==> src/rtl/mdu_pkg.sv <==
// Shared types for the multiply/divide unit: operation encoding, FSM states
// and small decode helpers used by the datapath.
package mdu_pkg;

    typedef enum logic [1:0] {
        MDU_MULT  = 2'b00,
        MDU_MULTU = 2'b01,
        MDU_DIV   = 2'b10,
        MDU_DIVU  = 2'b11
    } mdu_op_e;

    typedef enum logic [2:0] {
        IDLE = 3'd0,
        PREP = 3'd1,
        RUN  = 3'd2,
        FIX  = 3'd3,
        DONE = 3'd4
    } mdu_state_e;

    function automatic logic op_is_mult(input mdu_op_e op);
        return (op == MDU_MULT) || (op == MDU_MULTU);
    endfunction

    function automatic logic op_is_signed(input mdu_op_e op);
        return (op == MDU_MULT) || (op == MDU_DIV);
    endfunction

endpackage

==> src/rtl/mdu_negate.sv <==
// Conditional two's-complement negation, wrapping modulo 2^W.
module mdu_negate #(
    parameter int W = 32
) (
    input  logic         neg,
    input  logic [W-1:0] x,
    output logic [W-1:0] y
);

    assign y = neg ? (~x + {{(W-1){1'b0}}, 1'b1}) : x;

endmodule

==> src/rtl/mult_div_unit.sv <==
// Iterative signed/unsigned multiply and divide: one shift-add or restoring
// shift-subtract step per cycle on operand magnitudes, sign fixed up at the end.
module mult_div_unit
    import mdu_pkg::*;
#(
    parameter int WIDTH = 32
) (
    input  logic             Clk,
    input  logic             reset,
    input  logic             start,
    input  logic [1:0]       op,
    input  logic [WIDTH-1:0] a,
    input  logic [WIDTH-1:0] b,
    output logic             busy,
    output logic             done,
    output logic             div_zero,
    output logic [WIDTH-1:0] hi,
    output logic [WIDTH-1:0] lo
);

    localparam int CW = $clog2(WIDTH) + 1;

    mdu_state_e         state, state_next;
    mdu_op_e            op_q;
    logic [WIDTH-1:0]   a_q, b_q;
    logic [WIDTH-1:0]   opnd;
    logic [WIDTH-1:0]   acc_hi, acc_lo;
    logic [CW-1:0]      cnt;
    logic               neg_q, neg_r;
    logic               accept;

    logic [WIDTH-1:0]   mag_a, mag_b;
    logic [2*WIDTH-1:0] prod;
    logic [WIDTH-1:0]   quot, rem;
    logic [WIDTH-1:0]   iter_hi, iter_lo;
    logic [WIDTH:0]     sum, r_sh;

    wire sgn = op_is_signed(op_q);

    mdu_negate #(.W(WIDTH)) u_abs_a (.neg(sgn && a_q[WIDTH-1]), .x(a_q), .y(mag_a));
    mdu_negate #(.W(WIDTH)) u_abs_b (.neg(sgn && b_q[WIDTH-1]), .x(b_q), .y(mag_b));

    mdu_negate #(.W(2*WIDTH)) u_fix_prod (.neg(neg_q), .x({acc_hi, acc_lo}), .y(prod));
    mdu_negate #(.W(WIDTH))   u_fix_quot (.neg(neg_q), .x(acc_lo), .y(quot));
    mdu_negate #(.W(WIDTH))   u_fix_rem  (.neg(neg_r), .x(acc_hi), .y(rem));

    always_ff @(posedge Clk) begin
        if (reset) state <= IDLE;
        else       state <= state_next;
    end

    // A new request is taken only when the unit is not busy.
    always_comb begin
        state_next = state;
        accept     = 1'b0;
        busy       = 1'b0;
        done       = 1'b0;
        unique case (state)
            IDLE: begin
                accept = start;
                if (start) state_next = PREP;
            end
            PREP: begin
                busy       = 1'b1;
                state_next = RUN;
            end
            RUN: begin
                busy = 1'b1;
                if (cnt == CW'(WIDTH - 1)) state_next = FIX;
            end
            FIX: begin
                busy       = 1'b1;
                state_next = DONE;
            end
            DONE: begin
                done       = 1'b1;
                accept     = start;
                state_next = start ? PREP : IDLE;
            end
            default: state_next = IDLE;
        endcase
    end

    // Multiply: {acc_hi,acc_lo} is the product register, multiplier in acc_lo.
    // Divide: acc_hi is the partial remainder, acc_lo shifts dividend out / quotient in.
    always_comb begin
        sum     = {1'b0, acc_hi} + (acc_lo[0] ? {1'b0, opnd} : '0);
        r_sh    = {acc_hi, acc_lo[WIDTH-1]};
        iter_hi = acc_hi;
        iter_lo = acc_lo;
        if (op_is_mult(op_q)) begin
            iter_hi = sum[WIDTH:1];
            iter_lo = {sum[0], acc_lo[WIDTH-1:1]};
        end else if (r_sh >= {1'b0, opnd}) begin
            iter_hi = WIDTH'(r_sh - {1'b0, opnd});
            iter_lo = {acc_lo[WIDTH-2:0], 1'b1};
        end else begin
            iter_hi = r_sh[WIDTH-1:0];
            iter_lo = {acc_lo[WIDTH-2:0], 1'b0};
        end
    end

    always_ff @(posedge Clk) begin
        if (reset) begin
            op_q     <= MDU_MULT;
            a_q      <= '0;
            b_q      <= '0;
            opnd     <= '0;
            acc_hi   <= '0;
            acc_lo   <= '0;
            cnt      <= '0;
            neg_q    <= 1'b0;
            neg_r    <= 1'b0;
            hi       <= '0;
            lo       <= '0;
            div_zero <= 1'b0;
        end else begin
            if (accept) begin
                op_q <= mdu_op_e'(op);
                a_q  <= a;
                b_q  <= b;
            end
            unique case (state)
                PREP: begin
                    opnd   <= op_is_mult(op_q) ? mag_a : mag_b;
                    acc_lo <= op_is_mult(op_q) ? mag_b : mag_a;
                    acc_hi <= '0;
                    cnt    <= '0;
                    neg_q  <= sgn && (a_q[WIDTH-1] ^ b_q[WIDTH-1]);
                    neg_r  <= sgn && a_q[WIDTH-1];
                end
                RUN: begin
                    acc_hi <= iter_hi;
                    acc_lo <= iter_lo;
                    cnt    <= cnt + CW'(1);
                end
                FIX: begin
                    if (op_is_mult(op_q)) begin
                        hi       <= prod[2*WIDTH-1:WIDTH];
                        lo       <= prod[WIDTH-1:0];
                        div_zero <= 1'b0;
                    end else if (b_q == '0) begin
                        hi       <= a_q;
                        lo       <= '1;
                        div_zero <= 1'b1;
                    end else begin
                        hi       <= rem;
                        lo       <= quot;
                        div_zero <= 1'b0;
                    end
                end
                default: ;
            endcase
        end
    end

endmodule

==> config.mk <==
export PLATFORM = sky130hd
export DESIGN_NAME = mult_div_unit
export DESIGN_NICKNAME = d
export VERILOG_FILES = /design/src/rtl/mdu_pkg.sv /design/src/rtl/mdu_negate.sv /design/src/rtl/mult_div_unit.sv
export SDC_FILE = /design/constraint.sdc
export NUM_CORES = 1
export LEC_CHECK = 0
export ABC_AREA = 1
export ABC_CLOCK_PERIOD_IN_PS = 2500
export BUFFER_PORTS_ARGS = -buffer_cell sky130_fd_sc_hd__buf_4
export CORE_MARGIN = 4
export CORE_UTILIZATION = 25
export CTS_BUF_LIST = sky130_fd_sc_hd__clkbuf_4 sky130_fd_sc_hd__clkbuf_8 sky130_fd_sc_hd__clkbuf_16
export CTS_CLUSTER_SIZE = 16
export DETAILED_ROUTE_END_ITERATION = 16
export SLEW_MARGIN = 20
export SYNTH_ARGS = -nofsm -noshare
export SYNTH_HDL_FRONTEND = slang
export SYNTH_HIERARCHICAL = 1
export SYNTH_SLANG_ARGS = --single-unit
export TNS_END_PERCENT = 100
==> constraint.sdc <==
create_clock -name Clk -period 2.5 [get_ports Clk]
set_input_delay 0.5 -clock Clk [delete_from_list [all_inputs] [get_ports Clk]]
set_output_delay 0.5 -clock Clk [all_outputs]
set_load 0.1 [all_outputs]
==> impl_metrics.toml, run 1 <==
[run_status]
outcome = "completed"

[floorplan]
initial_core_util_pct = 25.3
rows = 110
dieHeight_um = 310
die_area_mm2 = 0.0961
die_w_um = 310
io-pin-count = 136
core_region_area_mm2 = 0.0903

[power_and_ir_drop]
cellPowerDensity_mw_per_mm2 = 692
peakVddDrop_v = 0.000637
p_leak_nw = 13.7
p_total_mw = 19.9

[synth]
synth_area_leaders = "dfxtp_1, nand2_1, nor2_1, inv_1, a21oi_1"
synth_area_per_cell_um2 = 5.79
syn-cell-area_mm2 = 0.0228
yosysWarnings = 6
synth_cell_types = 56
synth_top_cell_area_share_pct = 20.9
async_reset_ff_share_pct = 0
yosys-top-cells-count = "nand2_1, nor2_1, inv_1, a21oi_1, o21ai_0"
ys_ff_latch = 238
synth_most_common_cell = "nand2_1"
synth_cells = 3938
synth_edf_count = 0
synth_top_area_cell = "dfxtp_1"
synth_fp_nets = 4079
seq_area_frac_synth_pct = 20.9
synth-main-ff-cell = "dfxtp_1"

[layout]
syn_to_final_growth_pct = 26.4
layout.nets = 4397
post-route-util_pct = 31.9
multi_input_area_mm2 = 0.0162
fillerInstances = 10078
drive_gt1_share_pct = 20.0
seqCellArea_mm2 = 0.00479

[placement]
io_buffers = 135
dp_hpwl_um = 84600
globalplace.congestion = 0.996

[min_path]
hold_class = "in2reg"
holdCritStartpoint = "b[27]"
holdPathStages = 3
min_to = "b_q[27]"

[timing]
slew_headroom_pct = 50.5
setup_viol = 0
fin_setup_tns_ns = 0
hold_viol_final = 0
report.final.slew_viol_count = 0
skew_ns = 0.0272
fmax_mhz = 407
worst_slew_pin_slew_ns = 0.742
fin_crit_sh_pct = 98.3
finalCriticalPeriod_ns = 2.46
rsz0062_at_grt = "true"

[clocking]
clk_latency_ns = 0.61
clock_sinks = 238
cts_tree = "built"
htreeDepth = 1
cts_hold_buffers = 0
numCtsBuffers = 30
clk_pin_slew_ns = 0.06
cts-root-buf = "clkbuf_16"
clk_path_buf_depth = 3

[critical_path]
worst_ep_arrival_time_ns = 2.95
crit_buf_inv = 3
reg2reg_depth = 13
crit_slowest_cell = "dfxtp_2"
crit_chain = "buf_6 -> buf_4 -> inv_1 -> ha_2 -> nand2_4 -> nor2_2 -> nand2_2 -> o21ai_4 -> nand3_1 -> nand2_1 -> nand2_1 -> a21oi_1 -> a21oi_1"
worstReg2RegEnd = "hi[30]"
r2r_slack_ns = 0.04
path_max_fanout = 12
required_ns = 2.99
path_delay_family = "compound AO/OA/AOI/OAI gates"
cp-end-kind = "flip-flop"
start_kind = "flip-flop"
reg2reg_from = "acc_lo[0]"
max_stage_delay_ns = 0.34
critPathKind = "reg2reg"

[global_route]
antenna_found_initial = 2
grt_start_max_net_pins = 106
grt_pass1_vias = 24891
grt_first_pass_wirelength_um = 153000
grt_usage_pct = 20.8
overflow = 0

[drt]
drt_pass1_iterations = 6
vias = 27667
wirelength_um = 106000
ant_nets = 0
drt_iter0_drc = 3201
wl_per_cell_um = 19.4
post_drt_via_cell_ratio = 5.07
route.detailed.drc = 0

[job]
maxCapViolCount = 0
[placed cells by master (no fill, tap or decap), types with 20 or more instances in the layout]
cell,synthesis,layout
a21boi_0,21,20
o21ai_0,296,281
xnor2_1,52,52
a31oi_1,34,34
a21oi_1,315,285
nor2_4,33,41
dfxtp_1,238,224
nand4_1,53,53
o21ai_1,13,24
buf_4,13,434
ha_1,70,45
xor2_1,49,49
nand3_1,244,237
nand2_2,39,63
inv_1,421,414
nor2_2,51,63
a21oi_2,10,40
nand2_1,1162,1137
nor2_1,443,423
clkbuf_16,0,30
o22ai_1,38,38
o211ai_1,35,35
[registers in the layout (all words and copies together), names as in the netlist]
name / cells
acc_hi: 32
neg_r: 1
op_q: 2
hi: 32
b_q: 32
acc_lo: 32
neg_q: 1
opnd: 32
a_q: 32
div_zero: 1
cnt: 6
state: 3
lo: 32
[power by group]
part | switching [mW] | total [mW] | internal, mW
Clock | 1.92 | 4.93 | 3.01
Sequential | 0.641 | 4.80 | 4.16
Combinational | 6.76 | 10.2 | 3.44
Total | 9.32 | 19.9 | 10.6
[through the flow]
stage                     cells  worst slack, ns  instance area (um^2)  hold slack, ns
after global placement     5394           -0.106                 27100           0.456
after CTS                  5450          0.00563                 28300           0.132
after global routing       5456          -0.0869                 28800           0.145
after floorplan            3938          0.00990                 22800           0.437
after detailed placement   5394          -0.0953                 27100           0.455
final                      5457           0.0416                 28800           0.144
[layout make-up]
| class | instances | area share (%) |
|---|---|---|
| diodes | 1 | 0.00868 |
| clock buffers | 35 | 2.78 |
| flip-flops and latches | 238 | 16.6 |
| clock inverters | 21 | 1.05 |
| well taps | 1176 | 5.10 |
| multi-input cells | 3097 | 56.2 |
| repair buffers | 452 | 12.5 |
| inverters | 437 | 5.78 |
[worst max path at each step]
stage | from | endpoint | slack, ns | cells past startpoint
4_1_cts | acc_lo[0] | acc_hi[21] | 0.006 | 18
2_1_floorplan | acc_lo[0] | acc_hi[29] | 0.01 | 17
5_1_grt | acc_lo[0] | acc_hi[21] | -0.09 | 16
3_5_place_dp | acc_lo[0] | acc_hi[16] | -0.1 | 14
3_3_place_gp | acc_lo[0] | acc_hi[16] | -0.11 | 14
6_report | acc_lo[0] | hi[30] | 0.04 | 13
[logic make-up (layout without fill, tap and decap cells)]
family,Yosys count,in the layout,share of synthesized area [%]
buffers and inverters,604,945,10.7
adder cells (fa/ha/maj),72,72,4.02
other,0,1,0
AND/OR/NAND/NOR,2121,2122,41.0
flip-flops,238,238,20.9
AO/OA/AOI/OAI,802,802,19.5
XOR/XNOR,101,101,3.88
[repair_timing]
item	in CTS	in global routing
gates resized for setup	18	140
cloned	0	1
buffers inserted	0	5
endpoints found under the setup margin	17	37
endpoints found under the hold margin	0	0
pin swaps	0	16
[worst min-delay path, cell delays in order]
cell and delay (ns):
buf_4 0.07, o21ai_0 0.07, nor2_1 0.07
[per-layer routing]
| layer | wire (um) | up-vias | GRT usage (%) |
|---|---|---|---|
| met4 | 4940 | 2 | 7.88 |
| met5 | 13 | - | 0 |
| met2 | 44500 | 1276 | 32.1 |
| met3 | 11000 | 234 | 4.61 |
| met1 | 45200 | 12724 | 28.5 |
| li1 | - | 13431 | - |
Power figures use the tool's default switching activity.
==> run 2, diff against run 1 <==
- ABC_CLOCK_PERIOD_IN_PS: 2500 -> 2200
- CAP_MARGIN: default -> 20
- clock period: 2.5 -> 2.2 ns (I/O delays scaled with it)
==> run 2 against run 1 <==
The run now ends with negative setup slack left. First-iteration DRC count increased by 3.0%. Critical path depth grew 4. Wire length up 11%. Die area unchanged. Sequential share of layout area shrank 2.1 points. Total power grew 26%. Count of clock-buffer cells in the layout is 1 higher. Cell area rose by 17%. Non-clock buffer count up 322. Flip-flop and latch count unchanged. Largest cell class unchanged.
==> impl_metrics.toml, run 2 (synthesis results as in run 1) <==
[floorplan]
io-pin-count = 136
core_region_area_mm2 = 0.0903
die_w_um = 310
initial_core_util_pct = 25.3
die_area_mm2 = 0.0961
dieHeight_um = 310
rows = 110

[critical_path]
r2r_slack_ns = -0.23
worst_ep_arrival_time_ns = 2.96
path_max_fanout = 4
start_kind = "flip-flop"
crit_chain = "nand2_2 -> inv_2 -> ha_4 -> inv_4 -> fa_2 -> o21ai_4 -> nand4_1 -> nand3_2 -> buf_6 -> nand2_2 -> nand2_1 -> nand2_1 -> nand3_1 -> nand2_1 -> inv_2 -> nand2_2 -> a21oi_2"
max_stage_delay_ns = 0.42
crit_slowest_cell = "dfxtp_4"
critPathKind = "reg2reg"
cp-end-kind = "flip-flop"
required_ns = 2.73

[drt]
wl_per_cell_um = 20.2
wirelength_um = 117000
wl_met2_um = 51300
drt_iter0_drc = 3296
drt_pass1_iterations = 6
route.met3.wl_um = 10900
route.detailed.drc = 0
met1_length_um = 50500
ant_nets = 0
post_drt_via_cell_ratio = 5.05
vias = 29210
routed.top_layer = "met4"

[clocking]
clock_sinks = 238
clk_latency_ns = 0.61
numCtsBuffers = 30
cts-root-buf = "clkbuf_16"
clk_path_buf_depth = 3
clk_pin_slew_ns = 0.07
cts_hold_buffers = 0
htreeDepth = 1
cts_tree = "built"

[power_and_ir_drop]
cellPowerDensity_mw_per_mm2 = 742
p_leak_nw = 15.8
peakVddDrop_v = 0.000698

[timing]
fmax_mhz = 411
skew_ns = 0.0156
setup_viol = 55
rsz0062_at_grt = "true"
holdWs_ns = 0.0895
worst_slack_ns = -0.232
report.final.slew_viol_count = 0
worst_slew_pin_slew_ns = 0.728
slew_headroom_pct = 51.5
fin_crit_sh_pct = 111
hold_viol_final = 0
finalCriticalPeriod_ns = 2.43

[global_route]
overflow = 0
grt_first_pass_wirelength_um = 168000
grt_usage_pct = 22.8
antenna_found_initial = 0
grt_start_max_net_pins = 89
grt_pass1_vias = 26439

[layout]
final_common_cell = "nand2_1"
layout.nets = 4719
syn_to_final_growth_pct = 48.2
final_cell_mix = "nand2_1, buf_4, nor2_1"
post-route-util_pct = 37.5
drive_gt1_share_pct = 34.1

[min_path]
hold_class = "in2reg"

[run_status]
violations = "negative setup slack"
outcome = "finished, violations left"

[job]
maxCapViolCount = 0

[placement]
globalplace.congestion = 1.02
dp_hpwl_um = 91500
io_buffers = 135
-- run 2: cell types whose count changed in the layout (fill, tap and decap cells not counted), sizes merged --
cell and change:
buf +313, clkbuf +10, bufinv -5, clkinvlp +2, clkinv +1, inv +1
-- run 2: path summary, 6_finish.rpt --
path | end | cells past startpoint | startpoint
max | acc_hi[19] | 17 | acc_lo[0]
max reg2reg | acc_hi[19] | 17 | acc_lo[0]
min reg2reg | lo[0] | 2 | lo[0]
min | b_q[28] | 3 | b[28]
-- run 2: final cells by class --
type	instances	area, um^2
antenna	1	2.50
clock buffer	36	826
clock inverter	20	199
fill	9739	56500
inverter	437	1700
multi-input combinational	3097	18200
sequential	238	4920
tap	1176	1470
timing repair buffer	774	6550
-- run 2: critical path: cells and delay by family, from the launching register on --
family | cells | cell delay [ns]
buffers and inverters | 4 | 0.36
flip-flops | 1 | 0.42
adder cells (fa/ha/maj) | 2 | 0.53
AO/OA/AOI/OAI | 2 | 0.33
AND/OR/NAND/NOR | 9 | 0.71
-- run 2: repair_timing --
action / in CTS / in global routing
buffers inserted: 31 / 36
resized for setup: 425 / 348
endpoints found under the setup margin: 97 / 115
pin swaps: 62 / 100
cloned: 2 / 13
-- run 2: routing by layer --
metal / up-vias / GRT usage (%)
met5: - / 0
met4: 0 / 7.26
met3: 215 / 3.76
met2: 1361 / 36.1
met1: 13549 / 31.8
li1: 14085 / -
-- run 2: power by group --
part / internal [mW] / switching (mW) / total [mW] / leakage, nW
Sequential: 4.74 / 0.666 / 5.41 / 1.98
Combinational: 5.50 / 8.97 / 14.5 / 13.3
Clock: 2.95 / 2.26 / 5.21 / 0.510
-- run 2: metrics by stage --
stage | setup WS (ns) | cells | power (mW) | TNS (ns) | cell area (um^2)
6_report | -0.232 | 5779 | 25.1 | -5.68 | 33800
5_1_grt | -0.367 | 5778 | 26.4 | -12.07 | 33800
4_1_cts | -0.136 | 5730 | 24.1 | -3.03 | 32100
3_5_place_dp | -0.613 | 5644 | 17.9 | -21.46 | 29100
3_3_place_gp | -0.666 | 5644 | 17.9 | -23.18 | 29100
2_1_floorplan | -0.0908 | 3938 | 12.6 | -0.487 | 22900
